$ cat src/rtl/instr_sequencer_pkg.sv
// rtl/instr_sequencer_pkg.sv - shared state, opcode and ALU encodings for the instruction sequencer
package instr_sequencer_pkg;

    typedef enum logic [2:0] {
        S_IDLE,
        S_FETCH,
        S_DECODE,
        S_EXEC,
        S_MEM,
        S_WB,
        S_HALT,
        S_FAULT
    } state_t;

    localparam logic [2:0] OP_NOP   = 3'b000;
    localparam logic [2:0] OP_ADD   = 3'b001;
    localparam logic [2:0] OP_SUB   = 3'b010;
    localparam logic [2:0] OP_AND   = 3'b011;
    localparam logic [2:0] OP_OR    = 3'b100;
    localparam logic [2:0] OP_LOAD  = 3'b101;
    localparam logic [2:0] OP_STORE = 3'b110;
    localparam logic [2:0] OP_HALT  = 3'b111;

    localparam logic [1:0] ALU_ADD = 2'b00;
    localparam logic [1:0] ALU_SUB = 2'b01;
    localparam logic [1:0] ALU_AND = 2'b10;
    localparam logic [1:0] ALU_OR  = 2'b11;

    function automatic logic [1:0] alu_op_of(input logic [2:0] op);
        case (op)
            OP_SUB:  return ALU_SUB;
            OP_AND:  return ALU_AND;
            OP_OR:   return ALU_OR;
            default: return ALU_ADD;
        endcase
    endfunction

endpackage

$ cat src/rtl/instr_sequencer_wait_timer.sv
// rtl/instr_sequencer_wait_timer.sv - memory wait counter with timeout compare
module mem_wait_timer #(
    parameter int WAIT_MAX = 15
) (
    input  logic clk,
    input  logic reset,
    input  logic active,
    input  logic ready,
    output logic timeout
);

    logic [7:0] count;

    // Counter idles at zero whenever no request is outstanding, so each request starts fresh.
    always_ff @(posedge clk) begin
        if (reset || !active || ready) begin
            count <= 8'd0;
        end else begin
            count <= count + 8'd1;
        end
    end

    assign timeout = active && !ready && (count == 8'(WAIT_MAX - 1));

endmodule

$ cat src/rtl/instr_sequencer.sv
// rtl/instr_sequencer.sv - multi-cycle fetch/decode/execute control FSM
module instr_sequencer
    import instr_sequencer_pkg::*;
#(
    parameter int PC_W     = 15,
    parameter int WAIT_MAX = 15
) (
    input  logic            clk,
    input  logic            reset,
    input  logic            start,
    input  logic [2:0]      opcode,
    input  logic            mem_ready,
    input  logic [31:0]     mem_rdata,
    output logic            mem_req,
    output logic            mem_we,
    output logic            mem_sel,
    output logic [PC_W-1:0] pc,
    output logic [31:0]     ir,
    output logic            ir_load,
    output logic            rf_we,
    output logic            rf_src,
    output logic [1:0]      alu_op,
    output logic            busy,
    output logic            halted,
    output logic            fault
);

    state_t state;
    logic   resp;
    logic   store_op;
    logic   timeout;

    mem_wait_timer #(.WAIT_MAX(WAIT_MAX)) u_timer (
        .clk     (clk),
        .reset   (reset),
        .active  (mem_req),
        .ready   (mem_ready),
        .timeout (timeout)
    );

    // Request states spend one response cycle after completion (mem_req low) before moving on.
    always_ff @(posedge clk) begin
        if (reset) begin
            state    <= S_IDLE;
            pc       <= '0;
            ir       <= '0;
            resp     <= 1'b0;
            store_op <= 1'b0;
            mem_req  <= 1'b0;
            mem_we   <= 1'b0;
            mem_sel  <= 1'b0;
            ir_load  <= 1'b0;
            rf_we    <= 1'b0;
            rf_src   <= 1'b0;
            alu_op   <= ALU_ADD;
            busy     <= 1'b0;
            halted   <= 1'b0;
            fault    <= 1'b0;
        end else begin
            ir_load <= 1'b0;
            rf_we   <= 1'b0;
            rf_src  <= 1'b0;
            alu_op  <= ALU_ADD;
            case (state)
                S_IDLE: begin
                    if (start) begin
                        state   <= S_FETCH;
                        pc      <= '0;
                        mem_req <= 1'b1;
                        mem_sel <= 1'b0;
                        mem_we  <= 1'b0;
                        busy    <= 1'b1;
                    end
                end
                S_FETCH: begin
                    if (resp) begin
                        resp  <= 1'b0;
                        state <= S_DECODE;
                    end else if (mem_ready) begin
                        ir      <= mem_rdata;
                        ir_load <= 1'b1;
                        mem_req <= 1'b0;
                        resp    <= 1'b1;
                    end else if (timeout) begin
                        state   <= S_FAULT;
                        mem_req <= 1'b0;
                        busy    <= 1'b0;
                        fault   <= 1'b1;
                    end
                end
                S_DECODE: begin
                    case (opcode)
                        OP_NOP: begin
                            state   <= S_FETCH;
                            pc      <= pc + 1'b1;
                            mem_req <= 1'b1;
                            mem_sel <= 1'b0;
                            mem_we  <= 1'b0;
                        end
                        OP_LOAD, OP_STORE: begin
                            state    <= S_MEM;
                            store_op <= (opcode == OP_STORE);
                            mem_req  <= 1'b1;
                            mem_sel  <= 1'b1;
                            mem_we   <= (opcode == OP_STORE);
                        end
                        OP_HALT: begin
                            state  <= S_HALT;
                            busy   <= 1'b0;
                            halted <= 1'b1;
                        end
                        default: begin
                            state  <= S_EXEC;
                            alu_op <= alu_op_of(opcode);
                            rf_we  <= 1'b1;
                            rf_src <= 1'b0;
                        end
                    endcase
                end
                S_EXEC, S_WB: begin
                    state   <= S_FETCH;
                    pc      <= pc + 1'b1;
                    mem_req <= 1'b1;
                    mem_sel <= 1'b0;
                    mem_we  <= 1'b0;
                end
                S_MEM: begin
                    if (resp) begin
                        resp <= 1'b0;
                        if (store_op) begin
                            state   <= S_FETCH;
                            pc      <= pc + 1'b1;
                            mem_req <= 1'b1;
                        end else begin
                            state  <= S_WB;
                            rf_we  <= 1'b1;
                            rf_src <= 1'b1;
                        end
                    end else if (mem_ready) begin
                        mem_req <= 1'b0;
                        mem_we  <= 1'b0;
                        mem_sel <= 1'b0;
                        resp    <= 1'b1;
                    end else if (timeout) begin
                        state   <= S_FAULT;
                        mem_req <= 1'b0;
                        mem_we  <= 1'b0;
                        mem_sel <= 1'b0;
                        busy    <= 1'b0;
                        fault   <= 1'b1;
                    end
                end
                S_HALT, S_FAULT: begin
                    state <= state;
                end
                default: begin
                    state <= S_IDLE;
                end
            endcase
        end
    end

endmodule

$ cat config.mk
export PLATFORM = sky130hd
export DESIGN_NAME = instr_sequencer
export DESIGN_NICKNAME = d
export VERILOG_FILES = /design/src/rtl/instr_sequencer_pkg.sv /design/src/rtl/instr_sequencer_wait_timer.sv /design/src/rtl/instr_sequencer.sv
export SDC_FILE = /design/constraint.sdc
export NUM_CORES = 1
export LEC_CHECK = 0
export ABC_AREA = 1
export BUFFER_PORTS_ARGS = -buffer_cell sky130_fd_sc_hd__buf_2
export CAP_MARGIN = 10
export CORE_UTILIZATION = 53
export DETAILED_ROUTE_END_ITERATION = 8
export GPL_ROUTABILITY_DRIVEN = 1
export PLACE_DENSITY = 0.93
export SETUP_SLACK_MARGIN = 0.4
export SLEW_MARGIN = 0
export SYNTH_ARGS = -nofsm -noshare
export SYNTH_HDL_FRONTEND = slang
export SYNTH_SLANG_ARGS = --single-unit
$ cat constraint.sdc
create_clock -name clk -period 2.2 [get_ports clk]
set_input_delay 0 -clock clk [delete_from_list [all_inputs] [get_ports clk]]
set_output_delay 0 -clock clk [all_outputs]
set_load 0.01 [all_outputs]
[After elaboration in Yosys (flattened, before gate mapping)]
Index checks and enable logic that the tools add are counted.
Widths: inputs -> output; s select.
Word-level totals
  word-level logic and storage cells: 121
  input bits: 39
  output and inout bits: 58
  register bits: 71
Cells by class
  multiplexer cells: 40
  bitwise gates (word level): 6
  add/subtract/negate cells: 2
  equality and inequality tests: 28
  reductions and logical operators: 29
Operator list (count)
  $mux 15: 4
  $pmux 15 s4: 1
  $eq 3x3->1 const B: 8
  $ne 2x2->1 const B: 10
  $mux 1: 19
  $mux 3: 6
  $add 15x1->15 const B: 1
  $pmux 3 s5: 1
  $reduce_and 5->1: 3
  $eq 3x2->1 const B: 4
  $reduce_or 2->1: 6
  $ne 3x3->1 const B: 3
  $pmux 3 s3: 1
  $add 8x1->8 const B: 1
  $eq 8x4->1 const B: 1
  $pmux 1 s4: 2
  $logic_not 3->1: 2
  $not 1->1: 6
  $pmux 1 s2: 3
  $pmux 2 s3: 1
  $reduce_and 2->1: 3
  $reduce_and 6->1: 1
  $reduce_or 6->1: 1
  $pmux 1 s5: 1
  other kinds (13): 16

[Depth between registers and ports, before layout]
  depth in word-level cells: 7
  depth in mapped cells: 10
  depth with buffers taken out: 10

[Cells and area by module]
A second synthesis with hierarchy kept.
Second synthesis, totals
  cell total of the unflattened synthesis: 480
  area total of the unflattened synthesis: 3280.6 sq um
By module, submodules not included
  instr_sequencer: sequential area each 1261.2 sq um, area each 2904.0 sq um, instances 1, cells an instance 425
  mem_wait_timer: sequential area each 160.2 sq um, area each 376.6 sq um, instances 1, cells an instance 55

[Worst setup path before layout]
No wires, ideal clock.
  path type: reg2reg
  from: reg pc[0]
  to: reg pc[12]
  stages on the path, launching flop included: 8
  period minus slack after synthesis: 1.339 ns
  setup time: 0.064 ns
  slack: 0.861 ns
  buffers on the path: 0
  arrival time: 1.275 ns
  data required time: 2.136 ns
  cells stage by stage: dfxtp_1 ha_1 nand3_1 nor3_2 nand3_1 nand2_1 inv_1 nor2_1
On the way
  cells in the longest elaborated chain, start to end: 4
  elaborated cells on any way between the ends: 5
  classes of those cells: add/sub (1); mux (4)
Ends and longest elaborated chain
  start, declared: line instr_sequencer.sv:17  | output logic [PC_W-1:0] pc,
  start signal, assigned: line instr_sequencer.sv:95  | pc <= pc + 1'b1;
  start signal, assigned: line instr_sequencer.sv:122  | pc <= pc + 1'b1;
  start signal, assigned: line instr_sequencer.sv:132  | pc <= pc + 1'b1;
  $add 15x1->15 (*): line instr_sequencer.sv:95, instr_sequencer.sv:122, instr_sequencer.sv:132
  $mux 15: line instr_sequencer.sv:130  | if (store_op) begin
  $mux 15: line instr_sequencer.sv:128  | if (resp) begin
  $pmux 15 s4 (*): line instr_sequencer.sv:64  | case (state)
Every way passes the cells marked *; elsewhere a longest branch is shown, timed or not. The select of a mux whose other input is x is not followed.
A chain may end at the register's enable or synchronous reset.

[Final worst setup path]
  from: reg state[0]
  to: reg pc[5]
On the way
  cells in the longest elaborated chain, start to end: 4
  elaborated cells on any way between the ends: 13
  classes of those cells: eq/ne (8); mux (1); reduce/logical (4)
Ends and longest elaborated chain
  start, declared: line instr_sequencer.sv:28  | state_t state;
  start signal, assigned: line instr_sequencer.sv:154  | state <= state;
  $eq 3x2->1 / $eq 3x3->1 (equally long branches): line instr_sequencer.sv:64
  $reduce_or 2->1: line instr_sequencer.sv:64
  $reduce_bool 4->1 (no source line)
  $reduce_and 5->1 (no source line)
Several ways; a longest one is shown, not always the timed one.

==> metrics.md <==
| Metric | Value |
|---|---|
| Area delta synth->final | 33.44% |
| Slew Limit Fails | 0 |
| Final worst-path cycle share | ~76% |
| Critical Path Start Type | register |
| DIE HEIGHT | 79.15 um |
| Clock slew at reported path FFs | around 70 ps |
| Number of flops mapped to enable cells by yosys | 0 |
| CTS Buf Count | 9 |
| # Max-Cap Violations | 0 |
| Post-route clock skew | about 10 ps |
| CTS tree | yes |
| Crit-path max FO | 12 |
| Cell Area, Synth | 3154 sq um |
| Required time worst endpoint | about 2500 ps |
| Hold Path End | fault |
| #FFs+latches synth | 71 |
| Cells after Synth | about 450 |
| Tightest Pin Transition | about 560 ps |
| Via-to-Cell Ratio | roughly 5.1 |
| Hold Crit Class | input pin to register |
| H-tree depth | 3 |
| Synthesized area per cell | 6.963 sq um |
| Skew-Pair Late Insertion Delay | around 340 ps |
| Finish-stage setup viols | 0 |
| I/O pin total | between 90 and 100 |
| Asr flop ratio synth | 0% |
| Gpl congestion | between 0.8 and 0.9 |
| Gr ovfl total | 0 |
| Die area | about 6300 sq um |
| Initial antenna violation count | 0 |
| Vias in the first global route | 3196 |
| Fill cells | around 430 |
| Final ANT Viol Nets | 0 |
| Port bufs | 96 |
| R2r setup slk | ~540 ps |
| TritonRoute pass-1 iters | 4 |
| Final min period | approximately 1700 ps |
| CTS Buffer Depth | 2 |
| RSZ-0062 raised after global routing | false |
| Layout cell share with drive strength beyond 1 | between 20% and 30% |
| Hold Crit Depth | 4 |
| First-pass GRT wire length | approximately 13 mm |
| Worst R2R End | pc[5] |
| Post-DP HPWL | between 5 and 6 mm |
| Hold WS | 50.58 ps |
| R2R depth | 8 |
| R2r startpoint | state[0] |
| Overall routing resource usage | between 20% and 30% |
| Seq/Total Area, Yosys | 45.06% |
| Worst VDD drop | about 0.52 mV |
| PwrDens | about 700 nW/um^2 |
| Diode count | 0 |
| CP Capture Type | register |
| Routed vias | around 3400 |
| Final cell count without fillers | between 600 and 700 |
| Final Hold Viols | 0 |
| Core Box Area | 5608 sq um |
| Largest net degree at the start of global routing | 35 |
| Main flop type after synthesis | dfxtp_1 |
| WP data arrival | ~1900 ps |
| CTS root buf | clkbuf_8 |
| Synth warn | 0 |
| Leak Pwr | between 2 and 2.5 nW |
| Post-synthesis net count | approximately 500 |
| Routed len/inst | roughly 13 um |
| # rows | 27 |
| # DRC | 0 |
| Clock Sinks | between 70 and 80 |
| Layout Nets | 629 |
| Final TNS setup | 0 ps |
| Routed wire length | 8.349 mm |
| Distinct cell type count after synthesis | 30 |
| Die X-Extent | a little under 80 um |
| F_max | ~0.60 GHz |
| Initial DRC Count | between 150 and 200 |
| Starting Density | a little under three fifths |
| Crit path kind | register to register |
| Headroom to the max-slew limit | between 60% and 70% |
| Status | completed |
| Min-delay src | mem_ready |
| Final Util | between 70% and 80% |
| Inst Count DP | between 600 and 700 |
## sequential cells by signal, indices dropped and copies added (netlist names)
register,cells
ir,32
rf_we,1
state,3
busy,1
pc,15
u_timer.count,8
alu_op,2
store_op,1
resp,1
halted,1
ir_load,1
mem_sel,1
mem_we,1
fault,1
mem_req,1
rf_src,1
## critical path, stage by stage (launching register included)
cell and delay, ps:
dfxtp_1 420, inv_1 120, nand2_1 90, nor2_2 50
nand2_2 90, nand2_2 90, nor2_2 470, nand3_1 130
a21oi_1 140
## placed cells by master, fill, tap and decap left out, types with 3 or more instances in the layout
master,netlist,routed
a21oi_1,19,19
xor2_1,3,3
nand2_1,81,81
o21ai_1,3,3
nor3_1,4,4
nand3_1,24,24
ha_1,3,3
nor2_2,3,4
nand4_1,7,7
inv_1,43,43
o21ai_0,34,34
clkbuf_8,0,9
dlygate4sd3_1,0,38
nor2_1,124,124
nand2_2,3,3
dfxtp_1,71,71
buf_2,0,96
## worst max path at each step
stage	startpoint	to	slack, ps	cells after the start
2_1_floorplan	pc[0]	pc[12]	860	7
3_3_place_gp	state[2]	ir[0]	540	7
3_5_place_dp	state[1]	ir[23]	470	7
4_1_cts	state[1]	ir[3]	460	7
5_1_grt	state[0]	pc[0]	430	8
6_report	state[0]	pc[5]	540	8
## metrics by stage
stage	cell area (sq um)	worst slack [ps]	power (W)
after floorplan	3154	860.8	0.001839
after global placement	3655	535.5	0.001980
after detailed placement	3655	473.9	0.002001
after CTS	4200	465.0	0.002948
after global routing	4209	428.3	0.003096
final	4209	537.1	0.002947
## area by class of cell
type                            count  area (sq um)  share of cell area, %
Multi-Input combinational cell    325          1493                  35.46
Sequential cell                    71          1421                  33.77
Timing Repair Buffer              135         868.3                  20.63
Inverter                           45         171.4                  4.073
Clock buffer                       11         131.4                  3.121
Tap cell                           72         90.09                  2.140
Clock inverter                      5         33.78                 0.8026
## Yosys cell counts (2+ instances only)
master / count / share of area (%)
nor2_1: 124 / 15
o21ai_1: 3 / 0.48
inv_2: 2 / 0.24
dfxtp_1: 71 / 45
clkbuf_2: 2 / 0.32
a21oi_2: 2 / 0.56
nand2_1: 81 / 9.6
clkbuf_1: 6 / 0.71
o21ai_0: 34 / 5.4
nand4_1: 7 / 1.4
nor3b_1: 2 / 0.48
xor2_1: 3 / 0.83
ha_1: 3 / 1.2
xnor2_1: 2 / 0.56
buf_6: 2 / 0.71
inv_1: 43 / 5.1
nor3_2: 2 / 0.63
buf_4: 3 / 0.71
nor2_2: 3 / 0.60
a21oi_1: 19 / 3.0
nor3_1: 4 / 0.63
nand3_2: 2 / 0.63
nand2_2: 3 / 0.60
nand3_1: 24 / 3.8
## logic make-up (layout without fill, tap and decap cells)
group,count (synthesis),in the layout,share of synthesized area [%]
AO/OA/AOI/OAI,60,60,9.877
XOR/XNOR,5,5,1.389
buffers and inverters,58,196,7.814
flip-flops,71,71,45.06
AND/OR/NAND/NOR,256,257,34.67
adder cells (fa/ha/maj),3,3,1.190
## routing by layer
layer / vias up / GRT usage (%) / part of all wire [%] / wire (um)
li1: 1702 / - / - / -
met1: 1524 / 28.66 / 40 / 3342
met2: 149 / 48.53 / 50 / 4144
met3: 21 / 8.851 / 8.0 / 670
met4: 0 / 14.00 / 2.3 / 193
met5: - / 0 / 0 / 0
## power breakdown
group / switching (W) / internal (W) / total (W)
Sequential: 0.0000574 / 0.00138 / 0.00144
Combinational: 0.000378 / 0.000238 / 0.000617
Clock: 0.000485 / 0.000410 / 0.000895
## timing repair
action                     CTS  global route
hold buffers                38             0
gates resized for setup      0             2
hold endpoints to repair    39             0
buffers inserted             0             0
setup endpoints to repair    0            41
Note: power is estimated with default switching activity, not from simulation.
